[config.mk]
export PLATFORM = sky130hd
export DESIGN_NAME = tx_fifo_arbiter
export DESIGN_NICKNAME = d
export VERILOG_FILES = /design/src/rtl/tx_fifo_arbiter.sv
export SDC_FILE = /design/constraint.sdc
export NUM_CORES = 1
export LEC_CHECK = 0
export ABC_AREA = 1
export CAP_MARGIN = 0
export CORE_ASPECT_RATIO = 0.6
export CORE_MARGIN = 5
export CORE_UTILIZATION = 30
export DETAILED_ROUTE_END_ITERATION = 8
export GPL_ROUTABILITY_DRIVEN = 0
export HOLD_SLACK_MARGIN = 0.02
export PLACE_DENSITY = 0.6
export SLEW_MARGIN = 10
export SYNTH_ARGS = -nofsm -noshare
export SYNTH_HDL_FRONTEND = slang
export SYNTH_SLANG_ARGS = --single-unit
[constraint.sdc]
create_clock -name CLK -period 3.06 [get_ports CLK]
set_clock_uncertainty 0.15 [all_clocks]
set_input_delay 0.612 -clock CLK [delete_from_list [all_inputs] [get_ports CLK]]
set_output_delay 0.612 -clock CLK [all_outputs]
set_load 0.1 [all_outputs]
[src/rtl/tx_fifo_arbiter.sv]
// Round-robin arbiter that shares the TX async-FIFO write port between the ALU (two bytes) and RegFile (one byte).
// Define TX_ARB_STALL_CNT_EN to add the saturating STALL_CNT output.
module tx_fifo_arbiter #(
    parameter int DATA_WIDTH = 8,
    parameter int CNT_WIDTH  = 16
) (
    input  logic                      CLK,
    input  logic                      RST,
    input  logic                      ALU_REQ,
    input  logic [2*DATA_WIDTH-1:0]   ALU_DATA,
    output logic                      ALU_ACK,
    input  logic                      REG_REQ,
    input  logic [DATA_WIDTH-1:0]     REG_DATA,
    output logic                      REG_ACK,
    input  logic                      FIFO_FULL,
    output logic                      FIFO_WR_INC,
    output logic [DATA_WIDTH-1:0]     FIFO_WR_DATA,
`ifdef TX_ARB_STALL_CNT_EN
    output logic [CNT_WIDTH-1:0]      STALL_CNT,
`endif
    output logic                      BUSY
);

    typedef enum logic [1:0] {
        IDLE   = 2'd0,
        ALU_LO = 2'd1,
        ALU_HI = 2'd2,
        REG_B  = 2'd3
    } state_t;

    state_t                    state_q;
    logic [2*DATA_WIDTH-1:0]   hold_q;
    logic                      last_alu_q;
    logic                      alu_ack_q;
    logic                      reg_ack_q;
    logic                      wr_inc_q;
    logic [DATA_WIDTH-1:0]     wr_data_q;
    logic                      busy_q;

    logic                      grant_alu_d;
    logic                      grant_reg_d;
    logic                      can_write_d;

    // When both request, the side that was not granted last wins.
    always_comb begin
        grant_alu_d = ALU_REQ && (!REG_REQ || !last_alu_q);
        grant_reg_d = REG_REQ && (!ALU_REQ ||  last_alu_q);
        // Skipping the cycle after a strobe lets FIFO_FULL reflect that write.
        can_write_d = !FIFO_FULL && !wr_inc_q;
    end

    always_ff @(posedge CLK) begin
        if (RST) begin
            state_q    <= IDLE;
            hold_q     <= '0;
            last_alu_q <= 1'b0;
            alu_ack_q  <= 1'b0;
            reg_ack_q  <= 1'b0;
            wr_inc_q   <= 1'b0;
            wr_data_q  <= '0;
            busy_q     <= 1'b0;
        end else begin
            alu_ack_q <= 1'b0;
            reg_ack_q <= 1'b0;
            wr_inc_q  <= 1'b0;
            case (state_q)
                IDLE: begin
                    if (grant_alu_d) begin
                        hold_q     <= ALU_DATA;
                        last_alu_q <= 1'b1;
                        alu_ack_q  <= 1'b1;
                        busy_q     <= 1'b1;
                        state_q    <= ALU_LO;
                    end else if (grant_reg_d) begin
                        hold_q     <= {{DATA_WIDTH{1'b0}}, REG_DATA};
                        last_alu_q <= 1'b0;
                        reg_ack_q  <= 1'b1;
                        busy_q     <= 1'b1;
                        state_q    <= REG_B;
                    end
                end
                ALU_LO: begin
                    if (can_write_d) begin
                        wr_inc_q  <= 1'b1;
                        wr_data_q <= hold_q[DATA_WIDTH-1:0];
                        state_q   <= ALU_HI;
                    end
                end
                ALU_HI: begin
                    if (can_write_d) begin
                        wr_inc_q  <= 1'b1;
                        wr_data_q <= hold_q[2*DATA_WIDTH-1:DATA_WIDTH];
                        busy_q    <= 1'b0;
                        state_q   <= IDLE;
                    end
                end
                REG_B: begin
                    if (can_write_d) begin
                        wr_inc_q  <= 1'b1;
                        wr_data_q <= hold_q[DATA_WIDTH-1:0];
                        busy_q    <= 1'b0;
                        state_q   <= IDLE;
                    end
                end
                default: state_q <= IDLE;
            endcase
        end
    end

`ifdef TX_ARB_STALL_CNT_EN
    logic [CNT_WIDTH-1:0] stall_cnt_q;

    always_ff @(posedge CLK) begin
        if (RST) begin
            stall_cnt_q <= '0;
        end else if (state_q != IDLE && FIFO_FULL && stall_cnt_q != '1) begin
            stall_cnt_q <= stall_cnt_q + 1'b1;
        end
    end

    assign STALL_CNT = stall_cnt_q;
`endif

    assign ALU_ACK      = alu_ack_q;
    assign REG_ACK      = reg_ack_q;
    assign FIFO_WR_INC  = wr_inc_q;
    assign FIFO_WR_DATA = wr_data_q;
    assign BUSY         = busy_q;

endmodule

# == Word level (Yosys, flattened, before mapping) ==
# Index checks and enable logic that the tools add are counted.
# totals
in_bits,29
reg_bits,31
# op_classes
n_bitwise,2
reduce_logical,24
muxes,19
n_eq_ne,8
# op_table
operator,n
$mux 16,2
$mux 8,2
$pmux 8 s2,1
$reduce_and 3->1,3
$mux 1,8
$mux 2,4
$reduce_or 2->1,4
$pmux 2 s3,1
$reduce_bool 2->1,3
$reduce_or 3->1,2
$logic_not 1->1,5
$eq 2x2->1 const B,2
$ne 2x1->1 const B,2
$ne 2x2->1 const B,2
$logic_and 1x1->1,3
$ne 3x3->1 const B,1
$eq 2x1->1 const B,1
$logic_not 2->1,1
$logic_or 1x1->1,2
$not 1->1,2
$pmux 1 s2,1
$reduce_and 2->1,1

# == Depth between registers and ports, before layout ==
# Gate-level depths: netlist (run 1).
# depth
depth_word,6
mapped_depth,6

# == Least setup slack after synthesis (run 1) ==
# OpenSTA, ideal clock, no wires.
# synth_path
path_kind,reg-to-reg
start,"reg wr_inc_q, in the netlist FIFO_WR_INC"
end,"reg wr_data_q[4], in the netlist FIFO_WR_DATA[4]"
required_time_ns,2.797
path_stages_with_launch,7
setup_ns,0.113
path_buffers,1
arrival_ns,1.600
path_slack_ns,1.198
period_less_slack_ns,1.862
path_cell_list,dfxtp_1 > nor2_1 > o21ai_2 > buf_6 > nand2_1 > nand2_1 > nor2_1
# synth_via
elab_chain_cells,4
# synth_rtl
element,line,rtl
start: declaration,36,logic wr_inc_q;
start signal: assignment,59,wr_inc_q <= 1'b0;
start signal: assignment,65,wr_inc_q <= 1'b0;
start signal: assignment,84,wr_inc_q <= 1'b1;
$logic_not 1->1 *,49,can_write_d = !FIFO_FULL && !wr_inc_q;
$logic_and 1x1->1 *,49,
$ne 2x2->1 (no line) or $ne 2x1->1 (tied branches),n/a,
$reduce_and 3->1 (no line) *,n/a,
end signal: assignment,85,wr_data_q <= hold_q[DATA_WIDTH-1:0];
end signal: assignment,92,wr_data_q <= hold_q[2*DATA_WIDTH-1:DATA_WIDTH];
end signal: assignment,100,wr_data_q <= hold_q[DATA_WIDTH-1:0];
end: declaration,37,logic [DATA_WIDTH-1:0] wr_data_q;
# Every way passes the cells marked *; elsewhere a longest branch is shown, timed or not.
# A chain may end at the register's enable or synchronous reset.

# == Final worst setup path (run 1) ==
# layout_path
start,in REG_REQ
end,reg hold_q[11]
# layout_via
elab_chain_cells,5
# layout_rtl
element,line,rtl
start: declaration,12,"input logic REG_REQ,"
$logic_not 1->1,46,grant_alu_d = ALU_REQ && (!REG_REQ || !last_alu_q);
$logic_or 1x1->1,46,
$logic_and 1x1->1,46,
$reduce_bool 2->1 (no line),n/a,
$reduce_and 2->1 (no line),n/a,
end signal: assignment,75,"hold_q <= {{DATA_WIDTH{1'b0}}, REG_DATA};"
end: declaration,32,logic [2*DATA_WIDTH-1:0] hold_q;
# Parallel ways exist; a longest one is shown, timed or not.

==> load_flow_metrics.sql, run 1 <==
INSERT INTO impl_metrics (metric_group, metric, value, unit) VALUES
('outcome', 'status', 'complete, no violations', ''),
('drt', 'detail_route.drc_violations', '0', ''),
('floorplan', 'floorplan_die_width', '98.4', 'µm'),
('clocking', 'clock_insertion_delay_worst_skew', '280', 'ps'),
('critical_path', 'criticalPathCategory', 'input pin to register', ''),
('sta', 'finalHoldViolCount', '0', ''),
('logic_synthesis', 'synth_seq_cells', '31', ''),
('final_layout', 'final_layout_size_suffix_gt1_share', '11.4', '%'),
('floorplan', 'floorplan.initialDensity', '30.9', '%'),
('clocking', 'cts_tree', 'done', ''),
('grt', 'gr-usage-all-layers', '10.5', '%'),
('sta', 'final.setup.worst_slack', '1150', 'ps'),
('logic_synthesis', 'synth_area', '1410', 'µm²'),
('clocking', 'clock-root-buffer', 'sky130_fd_sc_hd__clkbuf_8', ''),
('run', 'maxCapViolations', '0', ''),
('power', 'cellLeakagePower', '0.912', 'nW'),
('critical_path', 'worst_r2r_endpoint', 'FIFO_WR_DATA[6]', ''),
('placed_design', 'hpwl', '2310', 'µm'),
('drt', 'route.vias.total', '1320', ''),
('clocking', 'cts.sink_count', '31', ''),
('drt', 'initialDrtViolationCount', '33', ''),
('logic_synthesis', 'postSynthCellCount', '211', ''),
('critical_path', 'cp_data_required_time', '3130', 'ps'),
('critical_path', 'regToRegSetupSlack', '1630', 'ps'),
('clocking', 'clkSlewWorstSetupHoldPaths', '60', 'ps'),
('logic_synthesis', 'synth_fp_nets', '240', ''),
('sta', 'setup_repair_after_global_routing_missed_its_margin', 'false', ''),
('critical_path', 'cp-end-kind', 'register', ''),
('clocking', 'postCtsSetupRepairBufs', '0', ''),
('drt', 'route.detailed.wl_per_inst', '9.99', 'µm'),
('sta', 'max-slew-margin-rel', '55.3', '%'),
('final_layout', 'syn_to_final_growth', '36.2', '%'),
('sta', 'final_worst_path_period_share', '62.4', '%'),
('floorplan', 'dieArea', '6200', 'µm²'),
('logic_synthesis', 'yosysTopAreaCell', 'sky130_fd_sc_hd__dfxtp_1', ''),
('min_path', 'worst_hold_path.num_cells', '2', ''),
('grt', 'via_count_of_the_first_global_routing_pass', '1233', ''),
('placed_design', 'placement_stage_worst_setup_slack', '834', 'ps'),
('clocking', 'cts.path.max_buffers', '2', ''),
('final_layout', 'fin_util', '42.2', '%'),
('critical_path', 'rr_startpoint', 'state_q[0]', ''),
('grt', 'global_route_wire_length_before_repair', '5290', 'µm'),
('floorplan', 'die_height', '63.0', 'µm'),
('grt', 'globalRoute.totalOverflow', '0', ''),
('logic_synthesis', 'syn-mean-instance-area', '6.66', 'µm²'),
('critical_path', 'crit_path_start', 'REG_REQ', ''),
('sta', 'clock.fmax', '0.524', 'GHz'),
('drt', 'number_of_vias_per_cell', '4.16', ''),
('clocking', 'numCtsBuffers', '5', ''),
('placed_design', 'buffer_ports.inserted', '40', ''),
('logic_synthesis', 'ys_top_cells_by_area', 'sky130_fd_sc_hd__dfxtp_1 (44%), sky130_fd_sc_hd__nand2_1 (21%), sky130_fd_sc_hd__nor2_1 (9.9%)', ''),
('drt', 'route.final.wire_length', '3170', 'µm'),
('critical_path', 'worst-endpoint-arrival', '1980', 'ps'),
('clocking', 'holdBufCountCts', '0', ''),
('floorplan', 'io_pins', '41', ''),
('logic_synthesis', 'yosysSeqAreaShare', '44.2', '%'),
('sta', 'final_max_slew_viol_count', '0', ''),
('final_layout', 'multi_input_area', '654', 'µm²'),
('sta', 'final_period_minus_worst_setup_slack', '1910', 'ps'),
('logic_synthesis', 'yosysTopAreaCellShare', '44.2', '%'),
('critical_path', 'critical_path.max_fanout', '10', ''),
('sta', 'timing_worst_slew_pin_value', '668', 'ps'),
('min_path', 'hold_start', 'hold_q[9]', ''),
('power', 'fin_total_pwr', '0.00121', 'W'),
('floorplan', 'num_rows', '19', ''),
('critical_path', 'reg2reg_depth', '4', ''),
('final_layout', 'nets', '282', ''),
('logic_synthesis', 'synth_warnings', '0', ''),
('power', 'cellPowerDensity', '632', 'nW/µm²'),
('sta', 'finalSetupViolCount', '0', ''),
('grt', 'grt_max_degree', '28', '');
## worst max-delay path, stage by stage
cell	delay, ps
sky130_fd_sc_hd__clkdlybuf4s50_1	500
sky130_fd_sc_hd__nand2_2	240
sky130_fd_sc_hd__nand2_2	190
sky130_fd_sc_hd__nor2_4	260
sky130_fd_sc_hd__nand2_1	110
sky130_fd_sc_hd__nand2_1	70
## cells in the final DEF, fill, tap and decap left out
cell type                         count
sky130_fd_sc_hd__inv_2                1
sky130_fd_sc_hd__dfxtp_1             31
sky130_fd_sc_hd__nand3_1             18
sky130_fd_sc_hd__nor2_1              37
sky130_fd_sc_hd__nand2_2              3
sky130_fd_sc_hd__inv_1               18
sky130_fd_sc_hd__o21ai_2              1
sky130_fd_sc_hd__clkinv_1             1
sky130_fd_sc_hd__o21ai_0              3
sky130_fd_sc_hd__a21oi_1              3
sky130_fd_sc_hd__o21ai_4              1
sky130_fd_sc_hd__clkdlybuf4s50_1     28
sky130_fd_sc_hd__buf_4               14
sky130_fd_sc_hd__o21ai_1              8
sky130_fd_sc_hd__clkbuf_8             7
sky130_fd_sc_hd__nand2_1             77
sky130_fd_sc_hd__clkbuf_1             1
sky130_fd_sc_hd__nor2_4               2
## final cells by class
cell class / count / area share [%]
timing repair buffer: 42 / 20.1
clock buffer: 8 / 5.23
sequential: 31 / 32.4
tap: 63 / 4.12
multi-input combinational: 153 / 34.2
inverter: 20 / 3.92
## Yosys cell counts
cell                       count
sky130_fd_sc_hd__a21oi_1       3
sky130_fd_sc_hd__buf_2         2
sky130_fd_sc_hd__buf_4         1
sky130_fd_sc_hd__buf_6         3
sky130_fd_sc_hd__clkbuf_1      1
sky130_fd_sc_hd__clkinv_1      1
sky130_fd_sc_hd__dfxtp_1      31
sky130_fd_sc_hd__inv_1        18
sky130_fd_sc_hd__inv_2         1
sky130_fd_sc_hd__nand2_1      77
sky130_fd_sc_hd__nand2_2       3
sky130_fd_sc_hd__nand3_1      18
sky130_fd_sc_hd__nor2_1       37
sky130_fd_sc_hd__nor2_4        2
sky130_fd_sc_hd__o21ai_0       3
sky130_fd_sc_hd__o21ai_1       8
sky130_fd_sc_hd__o21ai_2       1
sky130_fd_sc_hd__o21ai_4       1
## stage by stage
| step | std cells | cell area (µm²) | hold WS, ps |
|---|---|---|---|
| 6_report | 317 | 1910 | 323 |
| 4_1_cts | 317 | 1910 | 326 |
| 3_3_place_gp | 309 | 1810 | 309 |
| 3_5_place_dp | 309 | 1810 | 316 |
| 5_1_grt | 317 | 1910 | 342 |
| 2_1_floorplan | 211 | 1410 | 297 |
## metal layers
| layer | GRT usage (%) | up-vias | wire length, µm |
|---|---|---|---|
| met3 | 4.68 | 3 | 220 |
| met2 | 15.2 | 27 | 1290 |
| li1 | - | 727 | - |
| met4 | 3.58 | 0 | 19 |
| met5 | 0 | - | 0 |
| met1 | 13.9 | 563 | 1640 |
## where the power goes
| group | total (W) | switching [W] | internal (W) | leakage, nW |
|---|---|---|---|---|
| registers | 0.000477 | 0.0000250 | 0.000452 | 0.255 |
| logic | 0.000378 | 0.000263 | 0.000115 | 0.605 |
| clock network | 0.000354 | 0.000149 | 0.000205 | 0.0515 |
## registers in the layout (all words and copies together) (netlist names)
name,flops
state_q,2
ALU_ACK,1
hold_q,16
REG_ACK,1
FIFO_WR_DATA,8
last_alu_q,1
BUSY,1
FIFO_WR_INC,1
## logic make-up (layout without fill, tap and decap cells)
| kind of cell | Yosys count | count (layout) | synth area share (%) |
|---|---|---|---|
| AOI/OAI and AO/OA | 16 | 16 | 6.77 |
| DFF | 31 | 31 | 44.2 |
| and+or+nand+nor | 137 | 137 | 39.8 |
| buffers and inverters | 27 | 70 | 9.26 |
## worst max-delay path by stage
| stage | end | slack [ps] | cells past startpoint |
|---|---|---|---|
| global placement | hold_q[11] | 840 | 6 |
| floorplan | FIFO_WR_DATA[4] | 1200 | 6 |
| global route | hold_q[11] | 1010 | 6 |
| finish | hold_q[11] | 1150 | 6 |
| CTS | hold_q[11] | 1120 | 6 |
| detailed placement | hold_q[11] | 830 | 6 |
Power figures use the tool's default switching activity.
==> inputs of run 2 (changes only) <==
Settings changed: PLACE_DENSITY 0.6 to 0.62.
Clock period 3.06 ns to 1.65 ns, I/O delays scaled along.
==> load_flow_metrics.sql, run 2 (synthesis results as in run 1) <==
INSERT INTO impl_metrics (metric_group, metric, value, unit) VALUES
('outcome', 'status', 'complete, no violations', ''),
('sta', 'tns', '0', 'ps'),
('drt', 'drt_pass1_iterations', '4', ''),
('sta', 'clock.fmax', '0.675', 'GHz'),
('sta', 'finalSetupViolCount', '0', ''),
('sta', 'final.setup.worst_slack', '169', 'ps'),
('power', 'power.ir.vdd_worst', '0.489', 'mV'),
('critical_path', 'worst-endpoint-arrival', '1560', 'ps'),
('floorplan', 'dieArea', '6200', 'µm²'),
('clocking', 'cts_resized', '0', ''),
('clocking', 'cts.sink_count', '31', ''),
('final_layout', 'antenna_cell_count', '0', ''),
('grt', 'grt_max_degree', '28', ''),
('sta', 'max-slew-margin-rel', '59.7', '%'),
('sta', 'finalHoldViolCount', '0', ''),
('final_layout', 'regMostFlops', 'hold_q', ''),
('critical_path', 'criticalPathCategory', 'input pin to register', ''),
('floorplan', 'io_pins', '41', ''),
('grt', 'antenna_found_initial', '0', ''),
('floorplan', 'floorplan.initialDensity', '30.9', '%'),
('sta', 'setup_repair_after_global_routing_missed_its_margin', 'false', ''),
('sta', 'final_worst_path_period_share', '89.8', '%'),
('critical_path', 'critical_path.startpoint_type', 'input pin', ''),
('critical_path', 'cp_data_required_time', '1730', 'ps'),
('final_layout', 'syn_to_final_growth', '52.2', '%'),
('drt', 'detail_route.drc_violations', '0', ''),
('floorplan', 'num_rows', '19', ''),
('drt', 'route.vias.total', '1349', ''),
('placed_design', 'placed_cells', '313', ''),
('sta', 'final_max_slew_viol_count', '0', ''),
('grt', 'globalRoute.totalOverflow', '0', ''),
('sta', 'timing_worst_slew_pin_value', '605', 'ps'),
('drt', 'ant_nets', '0', ''),
('floorplan', 'floorplan_die_width', '98.4', 'µm'),
('final_layout', 'fin_area', '2140', 'µm²'),
('power', 'cellLeakagePower', '0.988', 'nW'),
('critical_path', 'cp-end-kind', 'register', ''),
('floorplan', 'core', '4540', 'µm²'),
('floorplan', 'die_height', '63.0', 'µm'),
('clocking', 'clkSlewWorstSetupHoldPaths', '70', 'ps'),
('clocking', 'numCtsBuffers', '5', ''),
('placed_design', 'post_dp_cell_area', '2020', 'µm²'),
('grt', 'global_route_wire_length_before_repair', '5760', 'µm'),
('grt', 'via_count_of_the_first_global_routing_pass', '1376', ''),
('clocking', 'postCtsSetupRepairBufs', '0', ''),
('drt', 'initialDrtViolationCount', '35', ''),
('sta', 'final_period_minus_worst_setup_slack', '1480', 'ps'),
('power', 'cellPowerDensity', '1160', 'nW/µm²'),
('final_layout', 'largest_reg_flops', '16', ''),
('placed_design', 'placement_stage_worst_setup_slack', '-112', 'ps'),
('drt', 'number_of_vias_per_cell', '4.20', ''),
('clocking', 'clock_insertion_delay_worst_skew', '280', 'ps'),
('grt', 'gr-usage-all-layers', '11.4', '%'),
('clocking', 'holdBufCountCts', '0', ''),
('final_layout', 'most_frequent_cells_in_the_layout', 'sky130_fd_sc_hd__nand2_1 (77), sky130_fd_sc_hd__nor2_1 (37), sky130_fd_sc_hd__dfxtp_1 (30)', ''),
('clocking', 'maximum_level_of_the_cts_h_tree', '2', ''),
('drt', 'route.final.wire_length', '3190', 'µm'),
('clocking', 'cts.path.max_buffers', '2', ''),
('clocking', 'cts_tree', 'done', ''),
('final_layout', 'nets', '286', ''),
('placed_design', 'buffer_ports.inserted', '40', ''),
('clocking', 'clock-root-buffer', 'sky130_fd_sc_hd__clkbuf_8', ''),
('min_path', 'min-delay-path-class', 'register to register', ''),
('final_layout', 'final_cell_count_no_fill', '321', ''),
('run', 'maxCapViolations', '0', ''),
('final_layout', 'final_layout_size_suffix_gt1_share', '13.6', '%'),
('drt', 'route.detailed.wl_per_inst', '9.93', 'µm'),
('placed_design', 'hpwl', '2450', 'µm'),
('final_layout', 'mostFrequentLayoutCell', 'sky130_fd_sc_hd__nand2_1', ''),
('critical_path', 'critical_path.max_fanout', '9', '');
## run 2: layout make-up
type                            count  area (µm²)
Fill cell                         474        2400
Multi-Input combinational cell    153         654
Sequential cell                    31         622
Timing Repair Buffer               46         591
Clock buffer                        6        82.6
Tap cell                           63        78.8
Inverter                           20        75.1
Clock inverter                      2        35.0
## run 2: path summary, 6_finish.rpt
check             startpoint               to  slack, ps  cells after the start
setup / recovery     ALU_REQ       hold_q[10]        170                      5
hold reg to reg   hold_q[13]       hold_q[13]        320                      2
hold / removal    hold_q[13]       hold_q[13]        320                      2
setup reg to reg  state_q[0]  FIFO_WR_DATA[5]        250                      4
## run 2: through the flow
| stage | util [%] | power [W] | hold slack (ps) |
|---|---|---|---|
| CTS | 47.1 | 0.00251 | 322 |
| finish | 47.1 | 0.00248 | 316 |
| global placement | 44.5 | 0.00173 | 308 |
| global route | 47.1 | 0.00263 | 350 |
| floorplan | - | 0.00144 | 245 |
| detailed placement | 44.5 | 0.00174 | 311 |
## run 2: worst max-delay path, cell delays in order
cell and delay, ps:
sky130_fd_sc_hd__clkdlybuf4s50_1 610, sky130_fd_sc_hd__nand2_2 200, sky130_fd_sc_hd__nor2_4 260, sky130_fd_sc_hd__nand2_1 100
sky130_fd_sc_hd__nand2_1 60
## run 2: per-layer routing
| layer | vias to the layer above | global-route usage, % | routed length (µm) |
|---|---|---|---|
| met1 | 581 | 14.2 | 1560 |
| met2 | 25 | 17.8 | 1390 |
| met3 | 6 | 5.02 | 204 |
| met5 | - | 0 | 0 |
| met4 | 0 | 3.58 | 40 |
| li1 | 737 | - | - |
## run 2: report_power, final
group | internal, W | switching, W
registers | 0.000839 | 0.0000640
logic | 0.000320 | 0.000491
clock network | 0.000488 | 0.000277
